[config.mk]
export PLATFORM = sky130hd
export DESIGN_NAME = drr_pkt_gen_flat
export DESIGN_NICKNAME = d
export VERILOG_FILES = /design/src/rtl/drr_pkg.sv /design/src/rtl/drr_pkt_gen_if.sv /design/src/rtl/drr_lfsr.sv /design/src/rtl/drr_pkt_gen.sv /design/src/flat_wrapper.sv
export SDC_FILE = /design/constraint.sdc
export NUM_CORES = 1
export LEC_CHECK = 0
export CAP_MARGIN = 25
export CELL_PAD_IN_SITES_DETAIL_PLACEMENT = 0
export CELL_PAD_IN_SITES_GLOBAL_PLACEMENT = 1
export CORE_ASPECT_RATIO = 0.5
export CORE_UTILIZATION = 40
export CTS_CLUSTER_SIZE = 14
export DETAILED_ROUTE_END_ITERATION = 10
export DONT_BUFFER_PORTS = 1
export GPL_TIMING_DRIVEN = 0
export PLACE_DENSITY_LB_ADDON = 0.05
export SETUP_SLACK_MARGIN = 0.1
export SLEW_MARGIN = 20
export SYNTH_ARGS = -nofsm -noshare
export SYNTH_HDL_FRONTEND = slang
export SYNTH_SLANG_ARGS = --single-unit
[constraint.sdc]
create_clock -name clk_i -period 3.1 [get_ports clk_i]
set_input_delay 0.62 -clock clk_i [delete_from_list [all_inputs] [get_ports clk_i]]
set_output_delay 0.62 -clock clk_i [all_outputs]
set_load 0.01 [all_outputs]
[src/rtl/drr_pkg.sv]
// Shared types and constants for the DRR packet-size source.
//   gen_mode_t : size generation mode latched at the start of a run
//   q_state_t  : per-queue run state
//   POLY32     : toggle mask of the right-shifting 32-bit Galois LFSR
package drr_pkg;

  typedef enum logic [1:0] {GEN_FIXED, GEN_INCR, GEN_RAND} gen_mode_t;

  typedef enum logic [1:0] {Q_IDLE, Q_ACTIVE, Q_DONE} q_state_t;

  localparam logic [31:0] POLY32 = 32'h80200003;

endpackage

[src/rtl/drr_pkt_gen_if.sv]
// Consume/size bus between the packet-size source (master) and the DRR
// scheduler (slave).
//   cng_addr : queue whose head packet is consumed
//   cng_val  : consume strobe
//   size     : head-of-line size per queue
//   size_val : per-queue size valid
// Handshake: size[q] is meaningful only while size_val[q] is 1. A consume is a
// single-cycle strobe (cng_val=1 with cng_addr=q) and is taken in that same
// cycle if and only if size_val[q] is 1; there is no back-pressure signal, so
// a strobe aimed at a queue without a valid size is simply discarded. The
// replacement size appears on the following cycle.
interface drr_pkt_gen_if #(
  parameter int PKT_QS_CNT = 4,
  parameter int SIZE_W     = 16
);
  localparam int AW = (PKT_QS_CNT > 1) ? $clog2(PKT_QS_CNT) : 1;

  logic [AW-1:0]                     cng_addr;
  logic                              cng_val;
  logic [PKT_QS_CNT-1:0][SIZE_W-1:0] size;
  logic [PKT_QS_CNT-1:0]             size_val;

  modport master (input cng_addr, input cng_val, output size, output size_val);
  modport slave  (output cng_addr, output cng_val, input size, input size_val);
endinterface

[src/rtl/drr_lfsr.sv]
// 32-bit right-shifting Galois LFSR, free running, synchronous reset to SEED.
//   clk_i   : clock
//   rst_i   : synchronous reset, active-high
//   state_o : current LFSR state
module drr_lfsr
  import drr_pkg::*;
#(
  parameter logic [31:0] SEED = 32'hACE12345
) (
  input  logic        clk_i,
  input  logic        rst_i,
  output logic [31:0] state_o
);

  logic [31:0] state_q;
  logic [31:0] state_d;

  // Bit 0 shifts out; when it is 1 the polynomial mask is folded back in.
  assign state_d = {1'b0, state_q[31:1]} ^ (state_q[0] ? POLY32 : 32'd0);

  always_ff @(posedge clk_i) begin
    if (rst_i) state_q <= SEED;
    else       state_q <= state_d;
  end

  assign state_o = state_q;

endmodule

[src/rtl/drr_pkt_gen.sv]
// Per-queue packet-size source feeding a DRR scheduler. Each queue holds one
// head-of-line size which is refilled when the scheduler consumes it. Sizes
// are fixed, incrementing or pseudo-random; a queue stops after PKT_LIMIT
// packets (0 = never).
//   clk_i       : clock
//   rst_i       : synchronous reset, active-high
//   start_i     : pulse, (re)starts a run on all queues
//   mode_i      : 0 fixed, 1 incr, 2 random, 3 treated as fixed; sampled at start_i
//   fixed_sz_i  : size for fixed mode; sampled at start_i
//   done_o      : every queue has reached DONE
//   dbg_state_o : per-queue FSM state (q_state_t encoding)
//   bus         : consume strobe in, head sizes/valids out
module drr_pkt_gen
  import drr_pkg::*;
#(
  parameter int          PKT_QS_CNT = 4,
  parameter int          SIZE_W     = 16,
  parameter int          MIN_SIZE   = 64,
  parameter int          MAX_SIZE   = 1500,
  parameter int          INCR_STEP  = 64,
  parameter int          PKT_LIMIT  = 16,
  parameter logic [31:0] SEED       = 32'hACE12345
) (
  input  logic                        clk_i,
  input  logic                        rst_i,
  input  logic                        start_i,
  input  logic [1:0]                  mode_i,
  input  logic [SIZE_W-1:0]           fixed_sz_i,
  output logic                        done_o,
  output logic [PKT_QS_CNT-1:0][1:0]  dbg_state_o,
  drr_pkt_gen_if.master               bus
);

  localparam int AW    = (PKT_QS_CNT > 1) ? $clog2(PKT_QS_CNT) : 1;
  localparam int RANGE = MAX_SIZE - MIN_SIZE + 1;
  localparam int CNT_W = $clog2(PKT_LIMIT + 2);

  localparam logic [SIZE_W-1:0] MIN_C   = SIZE_W'(MIN_SIZE);
  localparam logic [SIZE_W-1:0] MAX_C   = SIZE_W'(MAX_SIZE);
  localparam logic [SIZE_W-1:0] RANGE_C = SIZE_W'(RANGE);
  localparam logic [SIZE_W-1:0] MASK_C  = SIZE_W'((1 << $clog2(RANGE)) - 1);
  localparam logic [SIZE_W:0]   STEP_C  = (SIZE_W + 1)'(INCR_STEP);
  localparam logic [CNT_W-1:0]  LIMIT_C = CNT_W'(PKT_LIMIT);

  if (MIN_SIZE > MAX_SIZE || MAX_SIZE >= (1 << SIZE_W)) begin : g_bad_size
    $error("drr_pkt_gen: need MIN_SIZE <= MAX_SIZE < 2**SIZE_W");
  end
  if (SEED == 32'd0) begin : g_bad_seed
    $error("drr_pkt_gen: SEED must be non-zero");
  end

  // Maps LFSR bits into [MIN, MAX]. MASK < 2*RANGE, so a single conditional
  // subtract folds the masked value into range. The queue-dependent key keeps
  // queues loaded in the same cycle from getting identical sizes.
  function automatic logic [SIZE_W-1:0] rand_size(input logic [SIZE_W-1:0] lfsr_lo,
                                                  input int unsigned q);
    logic [SIZE_W-1:0] c;
    c = (lfsr_lo ^ SIZE_W'(q * 32'h9E37)) & MASK_C;
    if (c >= RANGE_C) c = c - RANGE_C;
    return MIN_C + c;
  endfunction

  function automatic logic [SIZE_W-1:0] clamp_size(input logic [SIZE_W-1:0] v);
    if (v < MIN_C)      return MIN_C;
    else if (v > MAX_C) return MAX_C;
    else                return v;
  endfunction

  logic [31:0] lfsr;
  logic        unused_lfsr_hi;

  drr_lfsr #(.SEED(SEED)) u_lfsr (
    .clk_i   (clk_i),
    .rst_i   (rst_i),
    .state_o (lfsr)
  );

  assign unused_lfsr_hi = ^lfsr[31:SIZE_W];

  // Run-wide settings, captured on start_i.
  gen_mode_t         mode_q, mode_d;
  logic [SIZE_W-1:0] fixed_q, fixed_d;

  always_comb begin
    mode_d = GEN_FIXED;
    case (mode_i)
      2'd1:    mode_d = GEN_INCR;
      2'd2:    mode_d = GEN_RAND;
      default: mode_d = GEN_FIXED;
    endcase
    fixed_d = clamp_size(fixed_sz_i);
  end

  always_ff @(posedge clk_i) begin
    if (rst_i) begin
      mode_q  <= GEN_FIXED;
      fixed_q <= MIN_C;
    end else if (start_i) begin
      mode_q  <= mode_d;
      fixed_q <= fixed_d;
    end
  end

  logic [PKT_QS_CNT-1:0] is_done;

  for (genvar g = 0; g < PKT_QS_CNT; g++) begin : g_q
    q_state_t          state_q;
    logic [CNT_W-1:0]  cnt_q;
    logic [CNT_W-1:0]  cnt_inc;
    logic [SIZE_W-1:0] size_q;
    logic              val_q;
    logic [SIZE_W-1:0] first_sz;
    logic [SIZE_W-1:0] next_sz;
    logic [SIZE_W:0]   incr_sum;
    logic              hit;

    // Out-of-range addresses match no queue and are dropped here; val_q is
    // only set while ACTIVE, so IDLE/DONE queues ignore consumes too.
    assign hit     = bus.cng_val && (bus.cng_addr == AW'(g)) && val_q;
    assign cnt_inc = cnt_q + 1'b1;

    always_comb begin
      // First size of a run uses the mode being latched this cycle.
      first_sz = fixed_d;
      case (mode_d)
        GEN_INCR: first_sz = MIN_C;
        GEN_RAND: first_sz = rand_size(lfsr[SIZE_W-1:0], g);
        default:  first_sz = fixed_d;
      endcase
      // Refill size uses the latched mode; the add is one bit wider.
      incr_sum = {1'b0, size_q} + STEP_C;
      next_sz  = fixed_q;
      case (mode_q)
        GEN_INCR: next_sz = (incr_sum > {1'b0, MAX_C}) ? MIN_C : incr_sum[SIZE_W-1:0];
        GEN_RAND: next_sz = rand_size(lfsr[SIZE_W-1:0], g);
        default:  next_sz = fixed_q;
      endcase
    end

    // start_i has priority, so a simultaneous consume is neither applied nor counted.
    always_ff @(posedge clk_i) begin
      if (rst_i) begin
        state_q <= Q_IDLE;
        cnt_q   <= '0;
        size_q  <= '0;
        val_q   <= 1'b0;
      end else if (start_i) begin
        state_q <= Q_ACTIVE;
        cnt_q   <= '0;
        size_q  <= first_sz;
        val_q   <= 1'b1;
      end else if (hit) begin
        cnt_q <= cnt_inc;
        if (PKT_LIMIT != 0 && cnt_inc == LIMIT_C) begin
          // Queue drained: size keeps its last value, valid drops.
          state_q <= Q_DONE;
          val_q   <= 1'b0;
        end else begin
          size_q <= next_sz;
        end
      end
    end

    assign bus.size[g]     = size_q;
    assign bus.size_val[g] = val_q;
    assign dbg_state_o[g]  = state_q;
    assign is_done[g]      = (state_q == Q_DONE);
  end

  assign done_o = &is_done;

endmodule

[src/flat_wrapper.sv]
// flat-port wrapper written by rule: the top's interface ports become plain ports
module drr_pkt_gen_flat import drr_pkg::*;
#(
  parameter int          PKT_QS_CNT = 4,
  parameter int          SIZE_W     = 16,
  parameter int          MIN_SIZE   = 64,
  parameter int          MAX_SIZE   = 1500,
  parameter int          INCR_STEP  = 64,
  parameter int          PKT_LIMIT  = 16,
  parameter logic [31:0] SEED       = 32'hACE12345
)
  (clk_i, rst_i, start_i, mode_i, fixed_sz_i, done_o, dbg_state_o, bus_cng_addr, bus_cng_val, bus_size, bus_size_val);
  drr_pkt_gen_if #(.PKT_QS_CNT(PKT_QS_CNT), .SIZE_W(SIZE_W)) bus_i ();
  input  logic clk_i;
  input  logic rst_i;
  input  logic start_i;
  input  logic [1:0] mode_i;
  input  logic [SIZE_W-1:0] fixed_sz_i;
  output logic done_o;
  output logic [PKT_QS_CNT-1:0][1:0] dbg_state_o;
  input wire logic [$bits(bus_i.cng_addr)-1:0] bus_cng_addr;
  input wire logic [$bits(bus_i.cng_val)-1:0] bus_cng_val;
  output wire logic [$bits(bus_i.size)-1:0] bus_size;
  output wire logic [$bits(bus_i.size_val)-1:0] bus_size_val;
  assign bus_i.cng_addr = bus_cng_addr;
  assign bus_i.cng_val = bus_cng_val;
  assign bus_size = bus_i.size;
  assign bus_size_val = bus_i.size_val;
  drr_pkt_gen #(.PKT_QS_CNT(PKT_QS_CNT), .SIZE_W(SIZE_W), .MIN_SIZE(MIN_SIZE), .MAX_SIZE(MAX_SIZE), .INCR_STEP(INCR_STEP), .PKT_LIMIT(PKT_LIMIT), .SEED(SEED)) u_core (.clk_i(clk_i), .rst_i(rst_i), .start_i(start_i), .mode_i(mode_i), .fixed_sz_i(fixed_sz_i), .done_o(done_o), .dbg_state_o(dbg_state_o), .bus(bus_i));
endmodule
==> impl_metrics.toml <==
[timing]
timing.final.hold_violations = 0
skew_ns = 0.00679
timing.final.crit_share_pct = 96.8
rsz0062_at_grt = "yes"
period_minus_slack_ns = 3.00
finalSetupViolations = 0
final_critical_path_setup_slack_ns = 0.0992
fmax_mhz = 333
tightestPinTransition_ns = 1.08
maxSlewViolCount = 0
final.setup.tns_ns = 0
timing.max_slew.rel_slack_pct = 27.0

[die]
die_area_mm2 = 0.0229
die_y_um = 108
die_width_um = 213
initial_core_util_pct = 41.0
floorplan.rows = 38
io-pin-count = 101
core_area_mm2 = 0.0217

[synthesis]
postSynth.asyncResetShare_pct = 0
post_synth_instance_area_mm2 = 0.00891
post_synth_inst_count = 1140
synth.avg_cell_area_um2 = 7.81
yosys_register_bits = 142
synth_ff_type = "sky130_fd_sc_hd__dfxtp_1"
ys_types = 81
postSynthNetCount = 1196
post_synth_edffs = 0
ys.warnings.count = 0
synth.yosys.seq_area_share_pct = 31.9

[power]
ir_worst_vdd_uv = 323
static-leakage-power_nw = 3.85
p_switching_w = 0.00166
power.sequential.fraction_pct = 40.0
clockPowerShare_pct = 38.0
pwr-share-comb_pct = 22.0
power_density_mw_per_mm2 = 481
internal_power_w = 0.00348
switching_share_pct = 32.3

[route]
detail_route.first_pass.iterations = 6
routed-wl-met3_um = 3250
wl_per_cell_um = 23.1
drt_wl_total_um = 34800
via_count = 9019
detailroute.wirelength.met2_um = 14500
ant_nets = 0
drcViolationCount = 0
first_iter_violations = 1076
top_layer = "met4"
routedLengthMet1_um = 16100
vias_per_cell = 5.99

[critical_path]
crit_path_cell_trace = "clkbuf_8, clkinvlp_4, ha_4, nor2b_2, o311a_4, o31a_1, or2_4, ha_4, o311ai_1, xnor2_1, buf_4, a22oi_2, a211oi_2, a21o_1"
worst_ep_arrival_time_ns = 3.39
cp_slowest_stage_delay_ns = 0.34
setup.worst_path.class = "reg2reg"
worst_r2r_path_depth = 14
critical_path.startpoint_type = "flop"
endpoint_kind_of_the_worst_setup_timing_path = "flop"
path_max_fanout = 4
critPathCapture = "u_core.g_q[0].size_q[10]"
worst_r2r_endpoint = "u_core.g_q[0].size_q[10]"
worst_path_most_repeated_cell = "sky130_fd_sc_hd__ha_4"
r2r_start = "u_core.u_lfsr.state_o[0]"
cpMaxStageDelayCell = "sky130_fd_sc_hd__dfxtp_4"
worst-endpoint-required_ns = 3.49
critical_path.startpoint = "u_core.u_lfsr.state_o[0]"
ff2ff_setup_slack_ns = 0.1

[place]
dpl-instance-area_mm2 = 0.00935
place_hpwl_um = 26200
place_ws_ns = -0.628
gpl.final_weighted_congestion = 0.956
buffer_ports.inserted = 0

[global_route]
grt_pass1_vias = 8316
antenna_found_initial = 0
global_route.usage.total_pct = 31.0
grt_first_pass_wirelength_um = 51700
globalRoute.totalOverflow = 0
grt_start_max_net_pins = 17

[final_layout]
antenna_cells = 0
finalNetCount = 1250
postLayoutCellArea_mm2 = 0.0107
syn_to_final_growth_pct = 19.9
final_layout_size_suffix_gt1_share_pct = 17.4
most_common_library_cell_in_the_layout_ignoring_fill_and_taps = "sky130_fd_sc_hd__dfxtp_1"
most-common-layout-cells = "134 x sky130_fd_sc_hd__dfxtp_1, 109 x sky130_fd_sc_hd__nand2_1, 102 x sky130_fd_sc_hd__nor2_1"

[clocking]
clock_insertion_delay_worst_skew_ns = 0.44
cts_max_path_buffers = 2
clkSlewWorstSetupHoldPaths_ns = 0.06
tritoncts = "yes"
clock_tree.root_cell = "sky130_fd_sc_hd__clkbuf_16"
holdBufCountCts = 0
cts-buffers-inserted = 17
cts_htree_levels = 4
clock_sink_count = 142

[min_path]
min-delay-path-class = "in2reg"

[job]
cap_violations = 0

[outcome]
run_status = "completed"
## power groups by stage
| stage | combinational (W) | sequential [W] | clock [W] |
|---|---|---|---|
| 6_report | 0.00113 | 0.00206 | 0.00195 |
| 5_1_grt | 0.00121 | 0.00207 | 0.00206 |
| 4_1_cts | 0.00103 | 0.00205 | 0.00196 |
| 3_5_place_dp | 0.000918 | 0.00209 | 0 |
| 3_3_place_gp | 0.000918 | 0.00209 | 0 |
| 2_1_floorplan | 0.000637 | 0.00205 | 0 |
## worst min path at each step
stage / start / endpoint / slack (ns) / depth (start not counted)
after floorplan: u_core.u_lfsr.state_o[14] / u_core.u_lfsr.state_o[13] / 0.39 / 1
after global placement: u_core.u_lfsr.state_o[24] / u_core.u_lfsr.state_o[23] / 0.40 / 1
after detailed placement: u_core.u_lfsr.state_o[14] / u_core.u_lfsr.state_o[13] / 0.40 / 1
after CTS: fixed_sz_i[6] / u_core.fixed_q[6] / 0.31 / 2
after global routing: fixed_sz_i[6] / u_core.fixed_q[6] / 0.30 / 2
final: fixed_sz_i[6] / u_core.fixed_q[6] / 0.31 / 2
## logic make-up after synthesis
logic type	share of synthesized area (%)
flip-flops	31.9
buffers and inverters	4.97
adder cells (fa/ha/maj)	4.49
multiplexers	2.28
XOR/XNOR	7.08
AO/OA/AOI/OAI	23.5
AND/OR/NAND/NOR	25.7
## synth_stat cells (all sizes together) (18+ instances only)
master	n	area (um^2)
inv	33	124
o21ai	63	319
o211ai	18	135
and2	18	113
or2	19	121
nor3	30	150
a21oi	100	504
nand2b	20	125
nor2	106	398
xnor2	41	359
xor2	31	272
clkbuf	57	214
mux2i	18	180
nor2b	31	194
dfxtp	142	2840
nand2	113	429
nand3	35	175
ha	32	400
## registers in the layout, indices dropped and copies added (netlist names)
| name | flops |
|---|---|
| u_core.mode_q | 2 |
| u_core.g_q.cnt_q | 20 |
| u_core.g_q.size_q | 64 |
| u_core.g_q.val_q | 3 |
| u_core.u_lfsr.state_o | 32 |
| u_core.fixed_q | 16 |
| u_core.g_q.state_q | 5 |
## final cells by class
class	count	area, um^2
Tap cell	300	375
Fill cell	2156	11000
Inverter	33	131
Sequential cell	142	2860
Buffer	72	358
Timing Repair Buffer	37	278
Clock buffer	26	509
Multi-Input combinational cell	891	6140
Clock inverter	5	31.3
## per-layer routing
layer	global-route usage [%]	vias to the layer above
li1	-	4195
met1	43.0	4350
met2	45.1	408
met3	9.01	66
met4	11.2	0
met5	0	-
## metrics by stage
stage,cells,power [W],util [%],hold WS [ns]
after floorplan,1140,0.00269,-,0.389
after global placement,1440,0.00301,43.0,0.401
after detailed placement,1441,0.00301,43.0,0.396
after CTS,1493,0.00505,47.5,0.306
after global routing,1506,0.00534,49.2,0.303
final,1506,0.00514,49.2,0.313
## critical path, delay by kind of cell (launching register included)
kind,cells,cell delay (ns)
AO/OA/AOI/OAI,6,1.16
AND/OR/NAND/NOR,2,0.45
buffers and inverters,3,0.44
adder cells (fa/ha/maj),2,0.39
flip-flops,1,0.34
XOR/XNOR,1,0.16
## what timing repair did
item                                    4_1_cts  5_1_grt
pin swaps                                    26       28
resized for setup                            67       75
buffers inserted                             22       12
endpoints found under the setup margin       50       42
No activity file was read; power rests on OpenSTA's default activity.
